--- src/rtl/multi_alarm_clock_core_pkg.sv ---
`default_nettype none
// ============================================================================
//  Package     : alarm_clock_pkg
//  Description : Shared types, time limits and wrap helpers for the alarm core.
//  Revision    : 1.0 - initial release
// ============================================================================
package alarm_clock_pkg;

    typedef enum logic [1:0] {
        MODE_RUN       = 2'd0,
        MODE_SET_TIME  = 2'd1,
        MODE_SET_ALARM = 2'd2
    } mode_e;

    typedef enum logic [1:0] {
        RING_IDLE    = 2'd0,
        RING_RINGING = 2'd1,
        RING_SNOOZE  = 2'd2
    } ring_state_e;

    localparam logic [7:0] MAX_HOURS = 8'd23;
    localparam logic [7:0] MAX_MINS  = 8'd59;

    function automatic logic [7:0] wrap_inc(input logic [7:0] v, input logic [7:0] max_v);
        return (v >= max_v) ? 8'd0 : v + 8'd1;
    endfunction

    function automatic mode_e next_mode(input mode_e m);
        case (m)
            MODE_RUN:      return MODE_SET_TIME;
            MODE_SET_TIME: return MODE_SET_ALARM;
            default:       return MODE_RUN;
        endcase
    endfunction

endpackage
`default_nettype wire

--- src/rtl/multi_alarm_clock_core_if.sv ---
`default_nettype none
// ============================================================================
//  Interface   : multi_alarm_clock_core_if
//  Description : Button pulses in, time/alarm/ring status out.
//  Revision    : 1.0 - initial release
// ============================================================================
interface multi_alarm_clock_core_if #(
    parameter int NUM_ALARMS = 4,
    parameter int IDX_W      = (NUM_ALARMS > 1) ? $clog2(NUM_ALARMS) : 1
);
    logic                  btn_mode;
    logic                  btn_inc_hours;
    logic                  btn_inc_mins;
    logic                  btn_next_alarm;
    logic                  btn_toggle_enable;
    logic                  btn_snooze;
    logic                  btn_stop;
    logic [7:0]            real_hours;
    logic [7:0]            real_mins;
    logic [7:0]            disp_hours;
    logic [7:0]            disp_mins;
    logic [1:0]            mode;
    logic [IDX_W-1:0]      sel_alarm;
    logic [NUM_ALARMS-1:0] alarm_enabled;
    logic                  ringing;
    logic                  snoozing;
    logic [IDX_W-1:0]      ring_idx;
    logic                  speaker_out;

    modport master (
        output btn_mode, btn_inc_hours, btn_inc_mins, btn_next_alarm,
               btn_toggle_enable, btn_snooze, btn_stop,
        input  real_hours, real_mins, disp_hours, disp_mins, mode, sel_alarm,
               alarm_enabled, ringing, snoozing, ring_idx, speaker_out
    );

    modport slave (
        input  btn_mode, btn_inc_hours, btn_inc_mins, btn_next_alarm,
               btn_toggle_enable, btn_snooze, btn_stop,
        output real_hours, real_mins, disp_hours, disp_mins, mode, sel_alarm,
               alarm_enabled, ringing, snoozing, ring_idx, speaker_out
    );
endinterface
`default_nettype wire

--- src/rtl/multi_alarm_clock_core_hm_counter.sv ---
`default_nettype none
// ============================================================================
//  Module      : hm_counter
//  Description : Hours/minutes register pair; advance carries, inc_* do not.
//  Revision    : 1.0 - initial release
// ============================================================================
module hm_counter
    import alarm_clock_pkg::*;
(
    input  logic       clk,
    input  logic       reset,
    input  logic       advance_i,
    input  logic       inc_hours_i,
    input  logic       inc_mins_i,
    output logic [7:0] hours_o,
    output logic [7:0] mins_o
);
    logic [7:0] hours_q, hours_d;
    logic [7:0] mins_q, mins_d;

    always_comb begin
        hours_d = hours_q;
        mins_d  = mins_q;
        if (advance_i) begin
            mins_d = wrap_inc(mins_q, MAX_MINS);
            if (mins_q == MAX_MINS) begin
                hours_d = wrap_inc(hours_q, MAX_HOURS);
            end
        end else begin
            if (inc_hours_i) hours_d = wrap_inc(hours_q, MAX_HOURS);
            if (inc_mins_i)  mins_d  = wrap_inc(mins_q, MAX_MINS);
        end
    end

    always_ff @(posedge clk) begin
        if (reset) begin
            hours_q <= 8'd0;
            mins_q  <= 8'd0;
        end else begin
            hours_q <= hours_d;
            mins_q  <= mins_d;
        end
    end

    assign hours_o = hours_q;
    assign mins_o  = mins_q;
endmodule
`default_nettype wire

--- src/rtl/multi_alarm_clock_core.sv ---
`default_nettype none
// ============================================================================
//  Module      : multi_alarm_clock_core
//  Description : Timekeeping, NUM_ALARMS alarm slots, snooze/timeout ring FSM.
//  Revision    : 1.0 - initial release
// ============================================================================
module multi_alarm_clock_core
    import alarm_clock_pkg::*;
#(
    parameter int          NUM_ALARMS        = 4,
    parameter int unsigned TICKS_PER_MIN     = 32'd3000000000,
    parameter int          SNOOZE_MINS       = 9,
    parameter int          RING_TIMEOUT_MINS = 10,
    parameter int          TONE_DIV          = 25000
) (
    input  logic                      clk,
    input  logic                      reset,
    multi_alarm_clock_core_if.slave   bus
);
    localparam int IDX_W  = (NUM_ALARMS > 1) ? $clog2(NUM_ALARMS) : 1;
    localparam int PRE_W  = $clog2(TICKS_PER_MIN);
    localparam int TONE_W = (TONE_DIV > 1) ? $clog2(TONE_DIV) : 1;
    localparam logic [PRE_W-1:0]  PRE_MAX  = PRE_W'(TICKS_PER_MIN - 1);
    localparam logic [TONE_W-1:0] TONE_MAX = TONE_W'(TONE_DIV - 1);

    mode_e            mode_q, mode_d;
    ring_state_e      state_q, state_d;
    logic [IDX_W-1:0] sel_q, sel_d, ring_idx_q, ring_idx_d;
    logic [NUM_ALARMS-1:0] en_q, en_d;
    logic [7:0]       alm_h_q [NUM_ALARMS];
    logic [7:0]       alm_h_d [NUM_ALARMS];
    logic [7:0]       alm_m_q [NUM_ALARMS];
    logic [7:0]       alm_m_d [NUM_ALARMS];
    logic [PRE_W-1:0] pre_q, pre_d;
    logic [5:0]       snooze_q, snooze_d, ep_q, ep_d;
    logic [TONE_W-1:0] tone_q, tone_d;
    logic             spk_q, spk_d, adv_q;
    logic [7:0]       real_h, real_m;
    logic             min_tick, stop_press, snooze_press, other_press;
    logic             match_any;
    logic [IDX_W-1:0] match_idx;

    // Only the highest-priority button class present in a cycle takes effect.
    assign stop_press   = bus.btn_stop & ~bus.btn_mode;
    assign snooze_press = bus.btn_snooze & ~bus.btn_mode & ~bus.btn_stop;
    assign other_press  = ~(bus.btn_mode | bus.btn_stop | bus.btn_snooze);
    assign min_tick     = (mode_q != MODE_SET_TIME) && (pre_q == PRE_MAX);

    hm_counter u_time (
        .clk         (clk),
        .reset       (reset),
        .advance_i   (min_tick),
        .inc_hours_i (other_press && mode_q == MODE_SET_TIME && bus.btn_inc_hours),
        .inc_mins_i  (other_press && mode_q == MODE_SET_TIME && bus.btn_inc_mins),
        .hours_o     (real_h),
        .mins_o      (real_m)
    );

    // Downward scan so the lowest matching slot is the one that sticks.
    always_comb begin
        match_any = 1'b0;
        match_idx = '0;
        for (int i = NUM_ALARMS - 1; i >= 0; i--) begin
            if (en_q[i] && alm_h_q[i] == real_h && alm_m_q[i] == real_m) begin
                match_any = 1'b1;
                match_idx = IDX_W'(i);
            end
        end
    end

    always_comb begin
        mode_d     = mode_q;
        sel_d      = sel_q;
        en_d       = en_q;
        alm_h_d    = alm_h_q;
        alm_m_d    = alm_m_q;
        state_d    = state_q;
        ring_idx_d = ring_idx_q;
        snooze_d   = snooze_q;
        ep_d       = ep_q;
        tone_d     = '0;
        spk_d      = 1'b0;

        if (bus.btn_mode) mode_d = next_mode(mode_q);

        if (other_press && mode_q == MODE_SET_ALARM) begin
            if (bus.btn_next_alarm)
                sel_d = (sel_q == IDX_W'(NUM_ALARMS - 1)) ? '0 : sel_q + 1'b1;
            if (bus.btn_toggle_enable) en_d[sel_q] = ~en_q[sel_q];
            if (bus.btn_inc_hours) alm_h_d[sel_q] = wrap_inc(alm_h_q[sel_q], MAX_HOURS);
            if (bus.btn_inc_mins)  alm_m_d[sel_q] = wrap_inc(alm_m_q[sel_q], MAX_MINS);
        end

        pre_d = (mode_q == MODE_SET_TIME || mode_d == MODE_SET_TIME || min_tick)
                ? '0 : pre_q + 1'b1;

        case (state_q)
            RING_IDLE: begin
                if (adv_q && mode_q == MODE_RUN && match_any) begin
                    state_d    = RING_RINGING;
                    ring_idx_d = match_idx;
                    ep_d       = '0;
                end
            end
            RING_RINGING: begin
                if (stop_press) begin
                    state_d = RING_IDLE;
                end else if (snooze_press) begin
                    state_d  = RING_SNOOZE;
                    snooze_d = 6'(SNOOZE_MINS);
                end else if (min_tick) begin
                    if (ep_q == 6'(RING_TIMEOUT_MINS - 1)) state_d = RING_IDLE;
                    else                                   ep_d    = ep_q + 6'd1;
                end
            end
            RING_SNOOZE: begin
                if (stop_press) begin
                    state_d = RING_IDLE;
                end else if (min_tick) begin
                    if (snooze_q == 6'd1) begin
                        state_d = RING_RINGING;
                        ep_d    = '0;
                    end else begin
                        snooze_d = snooze_q - 6'd1;
                    end
                end
            end
            default: state_d = RING_IDLE;
        endcase

        // Disabling the slot that is currently sounding silences it.
        if (other_press && mode_q == MODE_SET_ALARM && bus.btn_toggle_enable &&
            sel_q == ring_idx_q && state_q != RING_IDLE)
            state_d = RING_IDLE;
        if (bus.btn_mode) state_d = RING_IDLE;

        if (state_q == RING_RINGING && state_d == RING_RINGING) begin
            if (tone_q == TONE_MAX) begin
                tone_d = '0;
                spk_d  = ~spk_q;
            end else begin
                tone_d = tone_q + 1'b1;
                spk_d  = spk_q;
            end
        end
    end

    always_ff @(posedge clk) begin
        if (reset) begin
            mode_q     <= MODE_RUN;
            state_q    <= RING_IDLE;
            sel_q      <= '0;
            ring_idx_q <= '0;
            en_q       <= '0;
            pre_q      <= '0;
            snooze_q   <= '0;
            ep_q       <= '0;
            tone_q     <= '0;
            spk_q      <= 1'b0;
            adv_q      <= 1'b0;
            for (int i = 0; i < NUM_ALARMS; i++) begin
                alm_h_q[i] <= 8'd0;
                alm_m_q[i] <= 8'd0;
            end
        end else begin
            mode_q     <= mode_d;
            state_q    <= state_d;
            sel_q      <= sel_d;
            ring_idx_q <= ring_idx_d;
            en_q       <= en_d;
            pre_q      <= pre_d;
            snooze_q   <= snooze_d;
            ep_q       <= ep_d;
            tone_q     <= tone_d;
            spk_q      <= spk_d;
            adv_q      <= min_tick && (mode_q == MODE_RUN);
            alm_h_q    <= alm_h_d;
            alm_m_q    <= alm_m_d;
        end
    end

    assign bus.real_hours    = real_h;
    assign bus.real_mins     = real_m;
    assign bus.disp_hours    = (mode_q == MODE_SET_ALARM) ? alm_h_q[sel_q] : real_h;
    assign bus.disp_mins     = (mode_q == MODE_SET_ALARM) ? alm_m_q[sel_q] : real_m;
    assign bus.mode          = mode_q;
    assign bus.sel_alarm     = sel_q;
    assign bus.alarm_enabled = en_q;
    assign bus.ringing       = (state_q == RING_RINGING);
    assign bus.snoozing      = (state_q == RING_SNOOZE);
    assign bus.ring_idx      = ring_idx_q;
    assign bus.speaker_out   = spk_q;
endmodule
`default_nettype wire

--- src/flat_wrapper.sv ---
// flat-port wrapper written by rule: the top's interface ports become plain ports
module multi_alarm_clock_core_flat import alarm_clock_pkg::*;
#(
    parameter int          NUM_ALARMS        = 4,
    parameter int unsigned TICKS_PER_MIN     = 32'd3000000000,
    parameter int          SNOOZE_MINS       = 9,
    parameter int          RING_TIMEOUT_MINS = 10,
    parameter int          TONE_DIV          = 25000
)
  (clk, reset, bus_btn_mode, bus_btn_inc_hours, bus_btn_inc_mins, bus_btn_next_alarm, bus_btn_toggle_enable, bus_btn_snooze, bus_btn_stop, bus_real_hours, bus_real_mins, bus_disp_hours, bus_disp_mins, bus_mode, bus_sel_alarm, bus_alarm_enabled, bus_ringing, bus_snoozing, bus_ring_idx, bus_speaker_out);
  multi_alarm_clock_core_if #(.NUM_ALARMS(NUM_ALARMS)) bus_i ();
  input  logic clk;
  input  logic reset;
  input wire logic [$bits(bus_i.btn_mode)-1:0] bus_btn_mode;
  input wire logic [$bits(bus_i.btn_inc_hours)-1:0] bus_btn_inc_hours;
  input wire logic [$bits(bus_i.btn_inc_mins)-1:0] bus_btn_inc_mins;
  input wire logic [$bits(bus_i.btn_next_alarm)-1:0] bus_btn_next_alarm;
  input wire logic [$bits(bus_i.btn_toggle_enable)-1:0] bus_btn_toggle_enable;
  input wire logic [$bits(bus_i.btn_snooze)-1:0] bus_btn_snooze;
  input wire logic [$bits(bus_i.btn_stop)-1:0] bus_btn_stop;
  output wire logic [$bits(bus_i.real_hours)-1:0] bus_real_hours;
  output wire logic [$bits(bus_i.real_mins)-1:0] bus_real_mins;
  output wire logic [$bits(bus_i.disp_hours)-1:0] bus_disp_hours;
  output wire logic [$bits(bus_i.disp_mins)-1:0] bus_disp_mins;
  output wire logic [$bits(bus_i.mode)-1:0] bus_mode;
  output wire logic [$bits(bus_i.sel_alarm)-1:0] bus_sel_alarm;
  output wire logic [$bits(bus_i.alarm_enabled)-1:0] bus_alarm_enabled;
  output wire logic [$bits(bus_i.ringing)-1:0] bus_ringing;
  output wire logic [$bits(bus_i.snoozing)-1:0] bus_snoozing;
  output wire logic [$bits(bus_i.ring_idx)-1:0] bus_ring_idx;
  output wire logic [$bits(bus_i.speaker_out)-1:0] bus_speaker_out;
  assign bus_i.btn_mode = bus_btn_mode;
  assign bus_i.btn_inc_hours = bus_btn_inc_hours;
  assign bus_i.btn_inc_mins = bus_btn_inc_mins;
  assign bus_i.btn_next_alarm = bus_btn_next_alarm;
  assign bus_i.btn_toggle_enable = bus_btn_toggle_enable;
  assign bus_i.btn_snooze = bus_btn_snooze;
  assign bus_i.btn_stop = bus_btn_stop;
  assign bus_real_hours = bus_i.real_hours;
  assign bus_real_mins = bus_i.real_mins;
  assign bus_disp_hours = bus_i.disp_hours;
  assign bus_disp_mins = bus_i.disp_mins;
  assign bus_mode = bus_i.mode;
  assign bus_sel_alarm = bus_i.sel_alarm;
  assign bus_alarm_enabled = bus_i.alarm_enabled;
  assign bus_ringing = bus_i.ringing;
  assign bus_snoozing = bus_i.snoozing;
  assign bus_ring_idx = bus_i.ring_idx;
  assign bus_speaker_out = bus_i.speaker_out;
  multi_alarm_clock_core #(.NUM_ALARMS(NUM_ALARMS), .TICKS_PER_MIN(TICKS_PER_MIN), .SNOOZE_MINS(SNOOZE_MINS), .RING_TIMEOUT_MINS(RING_TIMEOUT_MINS), .TONE_DIV(TONE_DIV)) u_core (.clk(clk), .reset(reset), .bus(bus_i));
endmodule
--- config.mk ---
export PLATFORM = sky130hd
export DESIGN_NAME = multi_alarm_clock_core_flat
export DESIGN_NICKNAME = d
export VERILOG_FILES = /design/src/rtl/multi_alarm_clock_core_pkg.sv /design/src/rtl/multi_alarm_clock_core_if.sv /design/src/rtl/multi_alarm_clock_core_hm_counter.sv /design/src/rtl/multi_alarm_clock_core.sv /design/src/flat_wrapper.sv
export SDC_FILE = /design/constraint.sdc
export NUM_CORES = 1
export LEC_CHECK = 0
export ABC_CLOCK_PERIOD_IN_PS = 3300
export CORE_MARGIN = 2
export CORE_UTILIZATION = 55
export CTS_BUF_LIST = sky130_fd_sc_hd__clkbuf_4
export DETAILED_ROUTE_END_ITERATION = 7
export GPL_ROUTABILITY_DRIVEN = 0
export GPL_TIMING_DRIVEN = 1
export PLACE_DENSITY = 0.72
export SYNTH_ARGS = -nofsm -noshare
export SYNTH_HDL_FRONTEND = slang
export SYNTH_SLANG_ARGS = --single-unit
export TNS_END_PERCENT = 30
--- constraint.sdc ---
create_clock -name clk -period 3.3 [get_ports clk]
set_input_delay 0.66 -clock clk [delete_from_list [all_inputs] [get_ports clk]]
set_output_delay 0.66 -clock clk [all_outputs]
set_load 0.1 [all_outputs]
# Yosys cells after proc, flatten, opt, wreduce, memory -nomap -nowiden
# Cells that the tools add are included.
# word_totals
reg_bits	153
output_inout_bits	45
wordCells	188
# op_classes
muxes	63
addsub	9
eq_ne	33
reduce_logical	42
magnitude_cmp	8
bitwise	12
# op_table
operator	n
$mux W8	16
$mux W6	13
$bwmux W32	2
$eq A8 B8 Y1	8
$add A32 B1 Y32 const B	1
$add A8 B1 Y8 const B	4
$bmux W8 S2	2
$eq A32 B32 Y1 const B	1
$mux W2	16
$logic_and A1 B1 Y1	22
$pmux W6 S3	1
$demux W8 S2	1
$ge A8 B5 Y1 const B	2
$ge A8 B6 Y1 const B	2
$add A15 B1 Y15 const B	1
$eq A15 B15 Y1 const B	1
$ne A2 B1 Y1 const B	6
$ne A2 B2 Y1 const B	6
$pmux W6 S2	1
$reduce_and A2 Y1	6
$reduce_and A9 Y1	1
$eq A2 B1 Y1 const B	4
$eq A8 B6 Y1 const B	1
$reduce_bool A2 Y1	4
27 further kinds	45

# Depth between registers and ports, before layout
# depth
ltp_word	16
ltp_mapped	10
depth_no_buf	7

# Hierarchy
# From an unflattened synthesis, not the netlist that was laid out.
# unflattened
hier_cells	932
hier_area_um2	8021.4
# by_module_without_submodules
mod	area_each_um2	cells_per_inst	seq_area_each_um2	n_inst
multi_alarm_clock_core	7268.2	851	2742.6	1
hm_counter	753.2	81	320.3	1

# Least setup slack after synthesis
# Ideal clock, no wire load.
# synth_path
path_kind	register to output
from	reg u_core.mode_q[0], in the netlist u_core.bus.mode[0]
to	out bus_disp_hours[2]
required_time_ps	2640
stages_incl_launch_ff	5
arrival_ps	3805
path_slack_ps	-1165
n_path_buf	2
cell_sequence	dfxtp_1 -> nor2b_1 -> buf_1 -> clkbuf_1 -> o21ai_0
# synth_via
elab_chain_len	2
# synth_lines
element	line_no	text
from (decl)	multi_alarm_clock_core.sv:26	mode_e mode_q, mode_d;
from (signal assigned)	multi_alarm_clock_core.sv:166	mode_q <= mode_d;
$eq A2 B2 Y1	multi_alarm_clock_core.sv:184	assign bus.disp_hours = (mode_q == MODE_SET_ALARM) ? alm_h_q[sel_q] : real_h;
$mux W8	multi_alarm_clock_core.sv:184	
to (decl)	flat_wrapper.sv:23	output wire logic [$bits(bus_i.disp_hours)-1:0] bus_disp_hours;
# No other way between the ends.

# Worst setup path in the final report
# layout_path
from	reg u_core.sel_q[0], in the netlist u_core.bus.sel_alarm[0]
to	out bus_disp_mins[7]
# layout_via
elab_chain_len	5
# layout_lines
element	line_no	text
from (decl)	multi_alarm_clock_core.sv:28	logic [IDX_W-1:0] sel_q, sel_d, ring_idx_q, ring_idx_d;
from (signal assigned)	multi_alarm_clock_core.sv:168	sel_q <= sel_d;
$not A2 Y3 (implied by the code)	multi_alarm_clock_core.sv:185	assign bus.disp_mins = (mode_q == MODE_SET_ALARM) ? alm_m_q[sel_q] : real_m;
$bmux W8 S2	multi_alarm_clock_core.sv:185	
$mux W8 (implied by the code) (2 in series)	multi_alarm_clock_core.sv:185	
$mux W8	multi_alarm_clock_core.sv:185	
to (decl)	flat_wrapper.sv:24	output wire logic [$bits(bus_i.disp_mins)-1:0] bus_disp_mins;
# No other way between the ends. The select of a mux whose other input is x is not followed.

==> impl_metrics.toml <==
[status]
status = "completed"

[synthesis]
synthDistinctLibCells = 62
synth_flop_cell = "dfxtp_1"
async_flop_share_pct = 0
synthCells = 947
ys.warnings.count = 0
synth-edff-count = 0
synth-seq-cells = 153
ys_seq_area_share_pct = 37.3
synth_area_per_cell_um2 = 8.67
syn_area_um2 = 8210
synth_nets = 970

[global_route]
grt_pass1_vias = 6415
antenna_found_initial = 1
grt_pass1_wl_um = 33000
grt_overflow_total = 0
grt_max_degree = 66
track_usage_pct = 25.9

[setup_path]
slowest_stage = "mux4_2"
critical_path_peak_fanout = 18
r2r_end = "u_core.alm_m_q[13]$_SDFFE_PP0P_"
critPathMaxStageDelay_ns = 0.55
worstSetupStartpointType = "flop"
rr_worst_depth = 6
crit_path_cell_trace = "buf_4, mux4_2, mux2_2, buf_12"
arrival_ns = 2.45
rrSetupSlack_ns = 0.47
endpoint_kind = "output pin"
critPathKind = "flop to output pin"
r2r_start = "u_core.bus.sel_alarm[0]$_SDFFE_PP0P_"
worstPathRequired_ns = 2.64
cp-startpoint = "u_core.bus.sel_alarm[0]$_SDFFE_PP0P_"

[timing]
worst_slack_ns = 0.191
finalSetupTns_ns = 0
fin_skew_ns = 0.0172
maxSlewViolCount = 0
setup_viol = 0
period_share_pct = 94.2
min_period_ns = 3.11
maxSlewHeadroom_pct = 49.0
tightest_slew_ns = 0.765
fmax_mhz = 322
rsz0062_at_grt = "false"
finalHoldViolations = 0

[cells_and_area]
areaGrowthSynthToFinish_pct = 12.8
drive_gt1_share_pct = 15.7
multi_input_area_um2 = 4800
nNetsFinal = 999
fill_cells = 1296
final_area_um2 = 9260
fin_util_pct = 63.7
area.sequential_um2 = 3060

[worst_hold_path]
whs_path_depth = 1
whs_endpoint = "u_core.pre_q[0]$_SDFF_PP0_"
hp-class = "flop to flop"
hold_start = "u_core.pre_q[0]$_SDFF_PP0_"

[drt]
viasPerCell = 5.93
dr_total_vias = 6957
drt_iter0_drc = 601
drc_errors = 0
drt_first_pass_iters = 5
antenna_left = 0
post_drt_wl_per_cell_um = 17.5
routed_wl_um = 20500

[placed_design]
place_ws_ns = 0.407
place_area_um2 = 8930
port-buffer-count = 53
hpwl_um = 14500

[cts]
worstSkewPairLatency_ns = 0.57
post_cts_buffers = 0
cts_tree = "done"
clkSinkCount = 153
htree_levels = 4
clockBufferDepth = 2
path_clk_slew_ns = 0.13
cts-root-buf = "clkbuf_4"
numCtsBuffers = 17

[power]
total_power_mw = 3.27
leakagePower_nw = 3.47
p_per_area_nw_per_um2 = 353
irDropWorstVdd_v = 0.000383

[floorplanning]
die_h_um = 126
start_util_pct = 56.5
io_pins = 54
core_area_um2 = 14500
dieArea_um2 = 15900
num_rows = 44
die_x_um = 126

[flow_run]
cap_violations = 0
repair_timing:
item	in CTS	in global routing
endpoints found under the setup margin	1	0
hold buffers	0	0
gates resized for setup	1	0
how the worst max path moves through the flow:
stage,to,slack (ns),depth (start not counted)
after floorplan,bus_disp_hours[2],-0.42,4
after global placement,u_core.alm_m_q[8]$_SDFFE_PP0P_,0.47,8
after detailed placement,u_core.alm_m_q[10]$_SDFFE_PP0P_,0.41,8
after CTS,bus_disp_mins[7],0.16,4
after global routing,bus_disp_mins[7],0.08,4
final,bus_disp_mins[7],0.19,4
cell usage after synthesis, drive strengths merged, types with 8 or more instances:
library cell  number  area share (%)
dfxtp            153              37
nor2             127             6.2
xnor2             69             7.4
nand3             62             3.8
a21oi             57             3.5
nand2             56             2.6
xor2              54             5.8
clkbuf            36             1.7
nor3              34             2.1
and3              32             2.4
nand4             31             2.4
buf               25             1.7
inv               20            0.91
o21ai             20             1.3
mux4              17             4.7
nor4              15             1.3
and2              14             1.1
ha                14             2.1
mux2              13             1.8
mux2i             10             1.2
a41oi              8            0.85
or3                8            0.67
final cells by class:
cell class              count  share of cell area (%)
inverters                  20                   0.811
repair buffers             71                    8.22
clock buffers              19                    1.54
well taps                 184                    2.49
clock inverters            13                    1.92
diodes                      1                  0.0270
multi-input cells         713                    51.9
flip-flops and latches    153                    33.1
critical path: cells and delay by family (launching register included):
family	cells	cell delay (ns)
muxes	2	0.87
DFF	1	0.50
buffers and inverters	2	0.51
cells in the final DEF, fill, tap and decap left out, types with 4 or more instances in the layout:
cell type	count
a21o_1	4
or2_2	5
a41oi_1	8
buf_4	46
xnor2_1	69
a31oi_1	5
nand3_1	62
a21oi_1	57
buf_12	17
nor2b_1	4
bufinv_16	4
nor2_2	13
o21a_1	5
mux2i_1	10
inv_1	20
mux2_2	13
ha_1	14
clkbuf_4	19
and2_1	13
nor4_1	13
nor3_1	34
dfxtp_1	152
xor2_1	54
o2111ai_1	5
or3_1	7
nor2_1	114
mux4_2	17
and3_1	32
clkdlybuf4s50_1	7
a311oi_1	4
nand2_1	55
nand4_1	31
o21ai_0	16
kinds of logic (layout without fill, tap and decap cells):
| group | Yosys count | after routing | share of synthesized area, % |
|---|---|---|---|
| flops | 153 | 153 | 37.3 |
| other cells | 0 | 1 | 0 |
| compound gates | 124 | 124 | 9.62 |
| mux | 40 | 40 | 7.67 |
| xor+xnor | 123 | 123 | 13.1 |
| buf+inv | 81 | 123 | 4.28 |
| simple gates | 412 | 412 | 25.9 |
| fa+ha+maj | 14 | 14 | 2.13 |
report_power, final:
group | internal [mW] | leakage [nW] | switching (mW) | total, mW
clock network | 0.612 | 0.165 | 0.677 | 1.29
registers | 1.85 | 1.23 | 0.00614 | 1.86
logic | 0.0339 | 2.07 | 0.0866 | 0.121
sequential cells by signal (all words and copies together) (netlist names), 4 cells and up:
signal	cells
u_core.alm_h_q	32
u_core.tone_q	15
u_core.alm_m_q	32
u_core.u_time.hours_o	8
u_core.u_time.mins_o	8
u_core.ep_q	6
u_core.snooze_q	6
u_core.bus.alarm_enabled	4
u_core.pre_q	32
layer usage:
metal	vias to the layer above	global-route usage (%)	routed length (um)
met5	-	0	0
met4	0	9.63	536
met3	42	5.48	1330
met2	240	40.9	9350
met1	3280	35.2	9310
li1	3395	-	-
metrics by stage:
step           hold WS, ns  std cells
2_1_floorplan        0.426        947
6_report             0.475       1174
3_5_place_dp         0.454       1141
4_1_cts              0.480       1173
3_3_place_gp         0.440       1141
5_1_grt              0.513       1174
(Power assumes the default switching activity.)
